--- src/rtl/tt_sweep_pkg.sv ---
// tt_sweep_pkg: shared types and widths for the truth-table sweep controller
package tt_sweep_pkg;
    localparam int N_IN  = 3;
    localparam int TT_W  = 2 ** N_IN;
    localparam int IDX_W = N_IN;
    localparam int CNT_W = 8;
    typedef enum logic [1:0] {IDLE, SETTLE, SAMPLE, DONE} state_t;
endpackage

--- src/rtl/tt_settle_timer.sv ---
// tt_settle_timer: counts settle cycles and flags the last one
module tt_settle_timer
    import tt_sweep_pkg::*;
#(
    parameter int SETTLE_CYCLES = 4
) (
    input  logic clk,
    input  logic rst,
    input  logic clear,
    input  logic en,
    output logic tc
);
    logic [CNT_W-1:0] cnt;
    // clear has priority so every vector starts its settle window from zero
    always_ff @(posedge clk or posedge rst)
        if (rst) cnt <= '0;
        else cnt <= clear ? '0 : en ? cnt + CNT_W'(1) : cnt;
    assign tc = cnt == CNT_W'(SETTLE_CYCLES - 1);
endmodule

--- src/rtl/tt_sweep_controller.sv ---
// tt_sweep_controller: walks all input vectors of a 3-input gate and checks its truth table
module tt_sweep_controller
    import tt_sweep_pkg::*;
#(
    parameter int SETTLE_CYCLES = 4
) (
    input  logic             clk,
    input  logic             rst,
    input  logic             start,
    input  logic             abort,
    input  logic [TT_W-1:0]  expected_tt,
    input  logic             dut_out,
    output logic [IDX_W-1:0] dut_in,
    output logic             busy,
    output logic             done,
    output logic             pass,
    output logic [TT_W-1:0]  captured_tt,
    output logic [TT_W-1:0]  mismatch
);
    state_t           state;
    logic [IDX_W-1:0] idx;
    logic [TT_W-1:0]  exp_q;
    logic             tc;

    tt_settle_timer #(.SETTLE_CYCLES(SETTLE_CYCLES)) u_timer (
        .clk  (clk),
        .rst  (rst),
        .clear(state != SETTLE),
        .en   (state == SETTLE),
        .tc   (tc)
    );

    // the index register is the vector driven to the circuit, so dut_in only moves when idx does
    assign dut_in = idx;

    // sweep sequencer: capture one bit per vector, then publish the comparison in DONE
    always_ff @(posedge clk or posedge rst)
        if (rst) begin
            state       <= IDLE;
            idx         <= '0;
            exp_q       <= '0;
            busy        <= 1'b0;
            done        <= 1'b0;
            pass        <= 1'b0;
            captured_tt <= '0;
            mismatch    <= '0;
        end else begin
            done <= 1'b0;
            if (abort && state != IDLE) begin
                state    <= IDLE;
                busy     <= 1'b0;
                pass     <= 1'b0;
                mismatch <= '0;
            end else
                case (state)
                    IDLE:
                        if (start && !abort) begin
                            exp_q       <= expected_tt;
                            captured_tt <= '0;
                            mismatch    <= '0;
                            pass        <= 1'b0;
                            idx         <= '0;
                            busy        <= 1'b1;
                            state       <= SETTLE;
                        end
                    SETTLE:
                        if (tc) state <= SAMPLE;
                    SAMPLE: begin
                        // ~idx is 7-idx: the table is stored MSB-first
                        captured_tt[~idx] <= dut_out;
                        if (idx == IDX_W'(TT_W - 1)) state <= DONE;
                        else begin
                            idx   <= idx + IDX_W'(1);
                            state <= SETTLE;
                        end
                    end
                    DONE: begin
                        done     <= 1'b1;
                        busy     <= 1'b0;
                        pass     <= captured_tt == exp_q;
                        mismatch <= captured_tt ^ exp_q;
                        state    <= IDLE;
                    end
                endcase
        end
endmodule

--- config.mk ---
export PLATFORM = sky130hd
export DESIGN_NAME = tt_sweep_controller
export DESIGN_NICKNAME = d
export VERILOG_FILES = /design/src/rtl/tt_sweep_pkg.sv /design/src/rtl/tt_settle_timer.sv /design/src/rtl/tt_sweep_controller.sv
export SDC_FILE = /design/constraint.sdc
export NUM_CORES = 1
export LEC_CHECK = 0
export CORE_ASPECT_RATIO = 1.2
export CORE_MARGIN = 2
export CORE_UTILIZATION = 25
export CTS_BUF_LIST = sky130_fd_sc_hd__clkbuf_2 sky130_fd_sc_hd__clkbuf_4 sky130_fd_sc_hd__clkbuf_8
export CTS_CLUSTER_DIAMETER = 150
export DETAILED_ROUTE_END_ITERATION = 10
export GPL_ROUTABILITY_DRIVEN = 0
export PLACE_DENSITY_LB_ADDON = 0.12
export SYNTH_ARGS = -nofsm -noshare
export SYNTH_HDL_FRONTEND = slang
export SYNTH_SLANG_ARGS = --single-unit
--- constraint.sdc ---
create_clock -name clk -period 3.74 [get_ports clk]
set_input_delay 0.748 -clock clk [delete_from_list [all_inputs] [get_ports clk]]
set_output_delay 0.748 -clock clk [all_outputs]
set_load 0.05 [all_outputs]
# Word-level counts from Yosys, hierarchy flattened
# Cells that the tools add are included.
# totals
register_bits,40
input_bits,13
output_inout_bits,22
word_cells,66
# op_classes
addsub,2
n_lt_le_gt_ge,2
n_eq_ne,11
n_mux,25
bitwise_logic,3
n_reduce_logical,14
# ops
op,n
2-to-1 mux 8 bit,4
case mux 8 bit (2 select lines),2
adder 8 x 1 -> 8 bit (second input constant),1
bitwise mux 8 bit,1
== test 8 x 2 -> 1 bit (second input constant),1
== test 8 bit,1
2-to-1 mux 2 bit,4
case mux 2 bit (4 select lines),1
XOR 8 bit,1
2-to-1 mux 1 bit,7
2-to-1 mux 3 bit,2
inequality test 3 bit (second input constant),2
case mux 3 bit (2 select lines),1
AND reduction 3 bit,2
nonzero test 2 bit,3
== test 2 bit (second input constant),2
< comparator 3 x 4 -> 1 bit (second input constant),1
inequality test 2 bit (second input constant),2
case mux 1 bit (2 select lines),2
AND reduction 2 bit,2
AND reduction 4 bit,1
adder 3 x 1 -> 3 bit (second input constant),1
demux 1 bit (select 3 bit),1
== test 3 bit (second input constant),1
other kinds (9),11

# Depth between registers and ports, before layout
# Gate-level depths: netlist (run 1).
# logic_depth
depth_word,7
mapped_depth,6
ltp_nobuf,5

# Cells and area by module
# Synthesis (run 1) repeated with hierarchy kept, for this count alone.
# hier_totals
hier_cells,177
area_unflattened_um2,1870.5
# modules_own_cells
mod,instances,cells_per_inst,area_per_inst_um2,seq_area_each_um2
tt_sweep_controller,1,139,1485.2,800.8
tt_settle_timer,1,38,385.4,200.2

# Worst setup path after synthesis (run 1)
# No wires, ideal clock.
# synth_path
path_type,input to register
startpoint,input abort
endpoint,register exp_q[0]
setup_ns,0.125
t_arrival_ns,1.782
required_ns,3.615
slack_ns,1.834
cell_stages,3
path_buffers,1
path_cell_list,buf_2 > nor4b_4 > mux2_2
# synth_via
elab_chain_len,3
word_cells_on_any_way,5
classes_between,1 x bitwise; 4 x reduce/logical
# synth_lines
item,line,source
from (decl),tt_sweep_controller.sv:10,"input logic abort,"
zero test 1 bit or logical AND 1 bit (tied branches),"tt_sweep_controller.sv:57, tt_sweep_controller.sv:49",
logical AND 1 bit or inverter 1 bit (tied branches),--,
AND reduction 3 bit (no line) *,--,
to (signal assigned),tt_sweep_controller.sv:58,exp_q <= expected_tt;
to (decl),tt_sweep_controller.sv:22,logic [TT_W-1:0] exp_q;
# Every way passes the cells marked *; elsewhere a longest branch is shown, timed or not.
# A chain may end at the register's enable or synchronous reset.

# Worst setup path in the final report (run 1)
# layout_path
startpoint,register idx[0] (netlist: dut_in[0])
endpoint,output dut_in[0]
# layout_lines
item,line,source
from (decl),tt_sweep_controller.sv:21,logic [IDX_W-1:0] idx;
from (signal assigned),tt_sweep_controller.sv:73,idx <= idx + IDX_W'(1);
to (decl),tt_sweep_controller.sv:13,"output logic [IDX_W-1:0] dut_in,"
# No word-level cell between the ends.

==> run_results.csv, run 1 <==
group,metric,value,unit
worst_setup_path,cpPeakStageDelay,890,ps
finish,n_fill_cell,747,
logic_synthesis,synth_seq_cells,40,
worst_setup_path,endpoint,"dut_in[0]",
cts,htree_levels,2,
logic_synthesis,syn_area_per_cell,10.5,sq um
timing,slew_headroom,41.6,%
cts,postCtsHoldBufs,0,
worst_setup_path,crit_path_max_fanout,15,
worst_setup_path,r2r_start,"state[1]",
timing,holdWs,467,ps
worst_setup_path,crit_chain,"clkdlybuf4s50_1",
placed_design,place.detailed.hpwl,3130,um
hold_path,worstHoldPathType,"register to register",
floorplanning,rows,34,
cts,cts_sinks,40,
drt,vias,1372,
cts,clockBufferDepth,2,
drt,wl_per_cell,14.0,um
grt,grt_antenna_before_repair,0,
worst_setup_path,critPathCaptureType,"output pin",
timing,rsz0062_at_grt,"false",
drt,first_iter_violations,64,
worst_setup_path,crit_buf_inv,1,
cts,cts_made_buffers,5,
floorplanning,die_x,82.4,um
logic_synthesis,synth_top_area_share,54.3,%
timing,period_share,68.8,%
finish,n_antenna_cell,0,
cts,cts-resized-gates,0,
worst_setup_path,cp.depth,1,
worst_setup_path,cp-start-kind,"register",
cts,path_clk_slew,80,ps
drt,dr.pass1.iters,4,
timing,worstMarginPinSlew,867,ps
placed_design,port_buffers,34,
timing,timing_hold_violations_final,0,
worst_setup_path,cp.arrival,1820,ps
floorplanning,die_area,8080,sq um
grt,gr-total-overflow,0,
floorplanning,start_util,25.7,%
finish,drive_above_1_share,10.4,%
worst_setup_path,crit_start,"dut_in[0]",
drt,ant_nets,0,
logic_synthesis,synth_area_leader_cell,"dfrtp_1",
timing,fmaxAchievable,389,MHz
timing,final_max_slew_viol_count,0,
cts,cts_tree,"done",
cts,clk_latency,300,ps
worst_setup_path,reg2regPathDepth,4,
worst_setup_path,critPathTopFamily,"buffers and inverters",
worst_setup_path,critPathSlowestCell,"clkdlybuf4s50_1",
worst_setup_path,critPathRequiredTime,2990,ps
finish,nets,227,
logic_synthesis,synth_cell_types,31,
timing,setup_tns,0,ps
timing,skew,4.96,ps
cts,root_buffer,"clkbuf_8",
timing,finalSetupViolations,0,
drt,wirelength,4220,um
cts,postCtsSetupBuffers,0,
worst_setup_path,criticalPathCategory,"register to output pin",
logic_synthesis,ys_top_cells_by_area,"dfrtp_1 (54%), o21ai_0 (6.2%), mux2_2 (4.9%)",
logic_synthesis,syn_nets,191,
finish,area_growth,29.9,%
logic_synthesis,yosysSeqAreaShare,54.3,%
worst_setup_path,rr_endpoint,"captured_tt[7]",
logic_synthesis,netlist_instances,175,
power,fin_total_pwr,0.000961,W
flow_run,cap_violations,0,
logic_synthesis,yosys_warnings,0,
logic_synthesis,netlist_area,1840,sq um
floorplanning,fp.dieH,98.1,um
drt,drc,0,
drt,viasPerCell,4.54,
floorplanning,io_pins,35,
run_status,outcome,"finished, final reports clean",
grt,grt_pass1_vias,1394,
power,p_leak,0.994,nW
grt,grt_max_degree,17,
grt,grtUsageTotal,11.4,%
grt,grt_pass1_wl,7060,um
power,p_per_area,401,nW/um^2
floorplanning,core_area,7190,sq um
timing,period_minus_slack,2570,ps
power,ir_drop,142,uV
worst_setup_path,r2r_slack,1840,ps
[power by group]
group / switching (W) / internal, W / total [W]
registers: 0.0000223 / 0.000459 / 0.000481
logic: 0.0000608 / 0.0000577 / 0.000118
clock network: 0.000156 / 0.000205 / 0.000361
[layer usage]
metal	vias up	global-route usage [%]	share of wire [%]	wire (um)
met2	28	18.9	51	2140
met4	0	3.46	0.45	19
met3	2	2.96	4.1	175
met5	-	0	0	0
li1	679	-	-	-
met1	663	14.3	45	1880
[final cells by class]
class / count / area [sq um] / area share, %
clock buffer: 6 / 76.3 / 3.19
inverter: 6 / 22.5 / 0.940
timing repair buffer: 37 / 363 / 15.2
tap: 90 / 113 / 4.70
clock inverter: 2 / 35.0 / 1.46
multi-input combinational: 121 / 785 / 32.8
sequential: 40 / 1000 / 41.8
[cells in the final DEF (no fill, tap or decap), types with 2 or more instances in the layout]
master            n
nor4_1            2
o31ai_1           3
xor2_1            4
nor2_1           11
buf_4             3
a31oi_1           2
clkbuf_8          5
nand2b_1          4
ha_1              3
o22ai_1           3
nand3b_1          2
nand3_1           6
xnor2_1          10
clkdlybuf4s50_1  34
o21a_1            4
o21ai_0          23
and3_1            3
nand2_1          17
mux2_2            8
dfrtp_1          40
a21oi_1           6
inv_1             6
[logic make-up (layout without fill, tap and decap cells)]
| logic type | Yosys count | count (layout) | synth area share [%] |
|---|---|---|---|
| flops | 40 | 40 | 54.3 |
| compound gates | 43 | 43 | 13.3 |
| xor+xnor | 14 | 14 | 6.65 |
| mux | 8 | 8 | 4.88 |
| fa+ha+maj | 4 | 4 | 2.58 |
| buf+inv | 14 | 51 | 3.19 |
| simple gates | 52 | 52 | 15.1 |
[how the worst min path moves through the flow]
| stage | from | endpoint | cells past startpoint |
|---|---|---|---|
| global route | mismatch[0] | mismatch[0] | 2 |
| floorplan | u_timer.cnt[0] | u_timer.cnt[0] | 1 |
| global placement | u_timer.cnt[0] | u_timer.cnt[0] | 1 |
| CTS | u_timer.cnt[0] | u_timer.cnt[0] | 1 |
| finish | u_timer.cnt[0] | u_timer.cnt[0] | 1 |
| detailed placement | u_timer.cnt[0] | u_timer.cnt[0] | 1 |
[Yosys cell counts]
cell / instances
nor4_2: 1
nor4_1: 2
buf_2: 5
o21a_1: 4
nand2_1: 17
ha_1: 3
a21oi_1: 6
xnor2_1: 10
nor4b_1: 1
nand3_1: 6
inv_1: 6
o21ai_0: 23
and3_1: 3
nor4b_4: 1
nand2b_1: 4
or4b_1: 1
nor2_2: 1
clkbuf_1: 3
a21o_1: 1
maj3_1: 1
nor2_1: 11
nand4_1: 1
o22ai_1: 3
nand3b_1: 2
nor3_1: 1
mux2_2: 8
o31ai_1: 3
a22o_1: 1
xor2_1: 4
dfrtp_1: 40
a31oi_1: 2
[through the flow]
stage / setup slack [ps] / cell area [sq um] / std cells / util, %
floorplan: 1830 / 1840 / 175 / -
global placement: 1110 / 2280 / 294 / 31.8
detailed placement: 984 / 2280 / 294 / 31.8
CTS: 1160 / 2390 / 302 / 33.3
global route: 1060 / 2390 / 302 / 33.3
finish: 1170 / 2390 / 302 / 33.3
[flip-flops by register name, summed over array words and instances, names as in the netlist, 2 cells and up]
register     count
captured_tt      8
dut_in           3
u_timer.cnt      8
state            2
mismatch         8
exp_q            8
Note: power is estimated with default switching activity, not from simulation.
==> run 2: changes to the inputs <==
Clock period 3.74 ns to 2.6 ns, I/O delays scaled along.
==> run 2 against run 1 <==
Net effect: sequential share of layout area is 0.77 points lower; cell count is 2.0% higher; register-to-register slack worse by 900 ps; critical endpoint is now captured_tt[1]; largest power group unchanged.
==> run_results.csv, run 2 (synthesized netlist as in run 1, its figures left out) <==
group,metric,value,unit
grt,gr-total-overflow,0,
floorplanning,rows,34,
cts,postCtsHoldBufs,0,
worst_setup_path,critPathRequiredTime,2080,ps
cts,postCtsSetupBuffers,0,
power,p_leak,1.02,nW
finish,n_antenna_cell,0,
finish,fin_cells,308,
grt,grt_max_degree,41,
cts,cts_tree,"done",
worst_setup_path,cpPeakStageDelay,830,ps
timing,rsz0062_at_grt,"false",
power,p_per_area,566,nW/um^2
cts,cts-resized-gates,0,
cts,cts_sinks,40,
grt,grt_antenna_before_repair,0,
power,fin_total_pwr,0.00138,W
worst_setup_path,r2r_slack,940,ps
finish,area_growth,32.3,%
power,ir_drop,170,uV
worst_setup_path,crit_buf_inv,1,
timing,skew,12.0,ps
hold_path,min_from,"u_timer.cnt[0]",
timing,period_minus_slack,2070,ps
cts,htree_levels,2,
finish,final_common_cell,"dfrtp_1",
drt,first_iter_violations,51,
cts,cts_made_buffers,5,
worst_setup_path,cp.arrival,1550,ps
hold_path,worstHoldPathType,"register to register",
floorplanning,core_area,7190,sq um
placed_design,place.detailed.hpwl,3100,um
timing,finalSetupViolations,0,
finish,drive_above_1_share,12.8,%
finish,most-common-layout-cells,"dfrtp_1 (40), clkdlybuf4s50_1 (34), o21ai_0 (23)",
timing,fmaxAchievable,483,MHz
placed_design,port_buffers,34,
finish,nets,233,
timing,worstMarginPinSlew,526,ps
floorplanning,die_x,82.4,um
worst_setup_path,critPathTopFamily,"buffers and inverters",
drt,viasPerCell,4.68,
hold_path,whs_path_depth,1,
worst_setup_path,crit_path_max_fanout,3,
timing,slew_headroom,64.5,%
floorplanning,io_pins,35,
drt,wirelength,4460,um
flow_run,cap_violations,0,
worst_setup_path,critPathSlowestCell,"clkdlybuf4s50_1",
worst_setup_path,r2r_start,"u_timer.cnt[0]",
run_status,outcome,"finished, final reports clean",
floorplanning,fp.dieH,98.1,um
drt,dr.pass1.iters,4,
cts,clk_latency,300,ps
worst_setup_path,crit_chain,"clkdlybuf4s50_1",
cts,root_buffer,"clkbuf_8",
timing,setup_tns,0,ps
drt,ant_nets,0,
worst_setup_path,critPathCaptureType,"output pin",
drt,wl_per_cell,14.5,um
drt,vias,1440,
drt,drc,0,
placed_design,dpl_cell_area,2330,sq um
worst_setup_path,cp-start-kind,"register",
floorplanning,start_util,25.7,%
finish,design_area,2440,sq um
timing,final_max_slew_viol_count,0,
grt,grt_pass1_wl,7450,um
placed_design,pre_cts_slack,376,ps
hold_path,min_to,"u_timer.cnt[0]",
timing,worst_slack,529,ps
timing,period_share,79.7,%
cts,path_clk_slew,90,ps
placed_design,place_inst,300,
grt,grtUsageTotal,12.0,%
worst_setup_path,reg2regPathDepth,5,
worst_setup_path,rr_endpoint,"state[1]",
grt,grt_pass1_vias,1486,
timing,timing_hold_violations_final,0,
cts,clockBufferDepth,2,
floorplanning,die_area,8080,sq um
worst_setup_path,criticalPathCategory,"register to output pin",
==> run 2: cell types whose count changed in the layout (fill, tap and decap cells not counted) <==
cell        delta
clkinvlp_4     +1
clkbuf_4       -1
buf_4          +6
==> run 2: worst max path at each step <==
stage | from | endpoint | slack, ps | cells after the start
after floorplan | abort | exp_q[0] | 920 | 3
after global placement | abort | mismatch[5] | 390 | 6
after detailed placement | abort | mismatch[1] | 380 | 6
after CTS | captured_tt[1] | captured_tt[1] | 500 | 1
after global routing | captured_tt[0] | captured_tt[0] | 490 | 1
final | captured_tt[1] | captured_tt[1] | 530 | 1
==> run 2: final cells by class <==
type / count / area, sq um
Multi-Input combinational cell: 121 / 785
Clock inverter: 3 / 42.5
Inverter: 6 / 22.5
Fill cell: 736 / 4750
Timing Repair Buffer: 43 / 408
Clock buffer: 5 / 68.8
Sequential cell: 40 / 1000
Tap cell: 90 / 113
==> run 2: per-layer routing <==
metal	global-route usage [%]	vias up	wire length, um
li1	-	695	-
met1	15.2	719	1950
met2	20.5	22	2300
met3	2.87	4	167
met4	2.69	0	34
met5	0	-	0
==> run 2: per-stage QoR <==
step | util, % | hold WS (ps)
final | 33.9 | 459
after global routing | 33.9 | 504
after CTS | 33.9 | 462
after detailed placement | 32.4 | 451
after global placement | 32.4 | 453
after floorplan | - | 424
==> run 2: where the power goes <==
part / switching [W] / internal [W] / leakage, nW / total, W
Sequential: 0.0000310 / 0.000660 / 0.535 / 0.000691
Clock: 0.000233 / 0.000284 / 0.0541 / 0.000517
Combinational: 0.0000876 / 0.0000849 / 0.430 / 0.000173
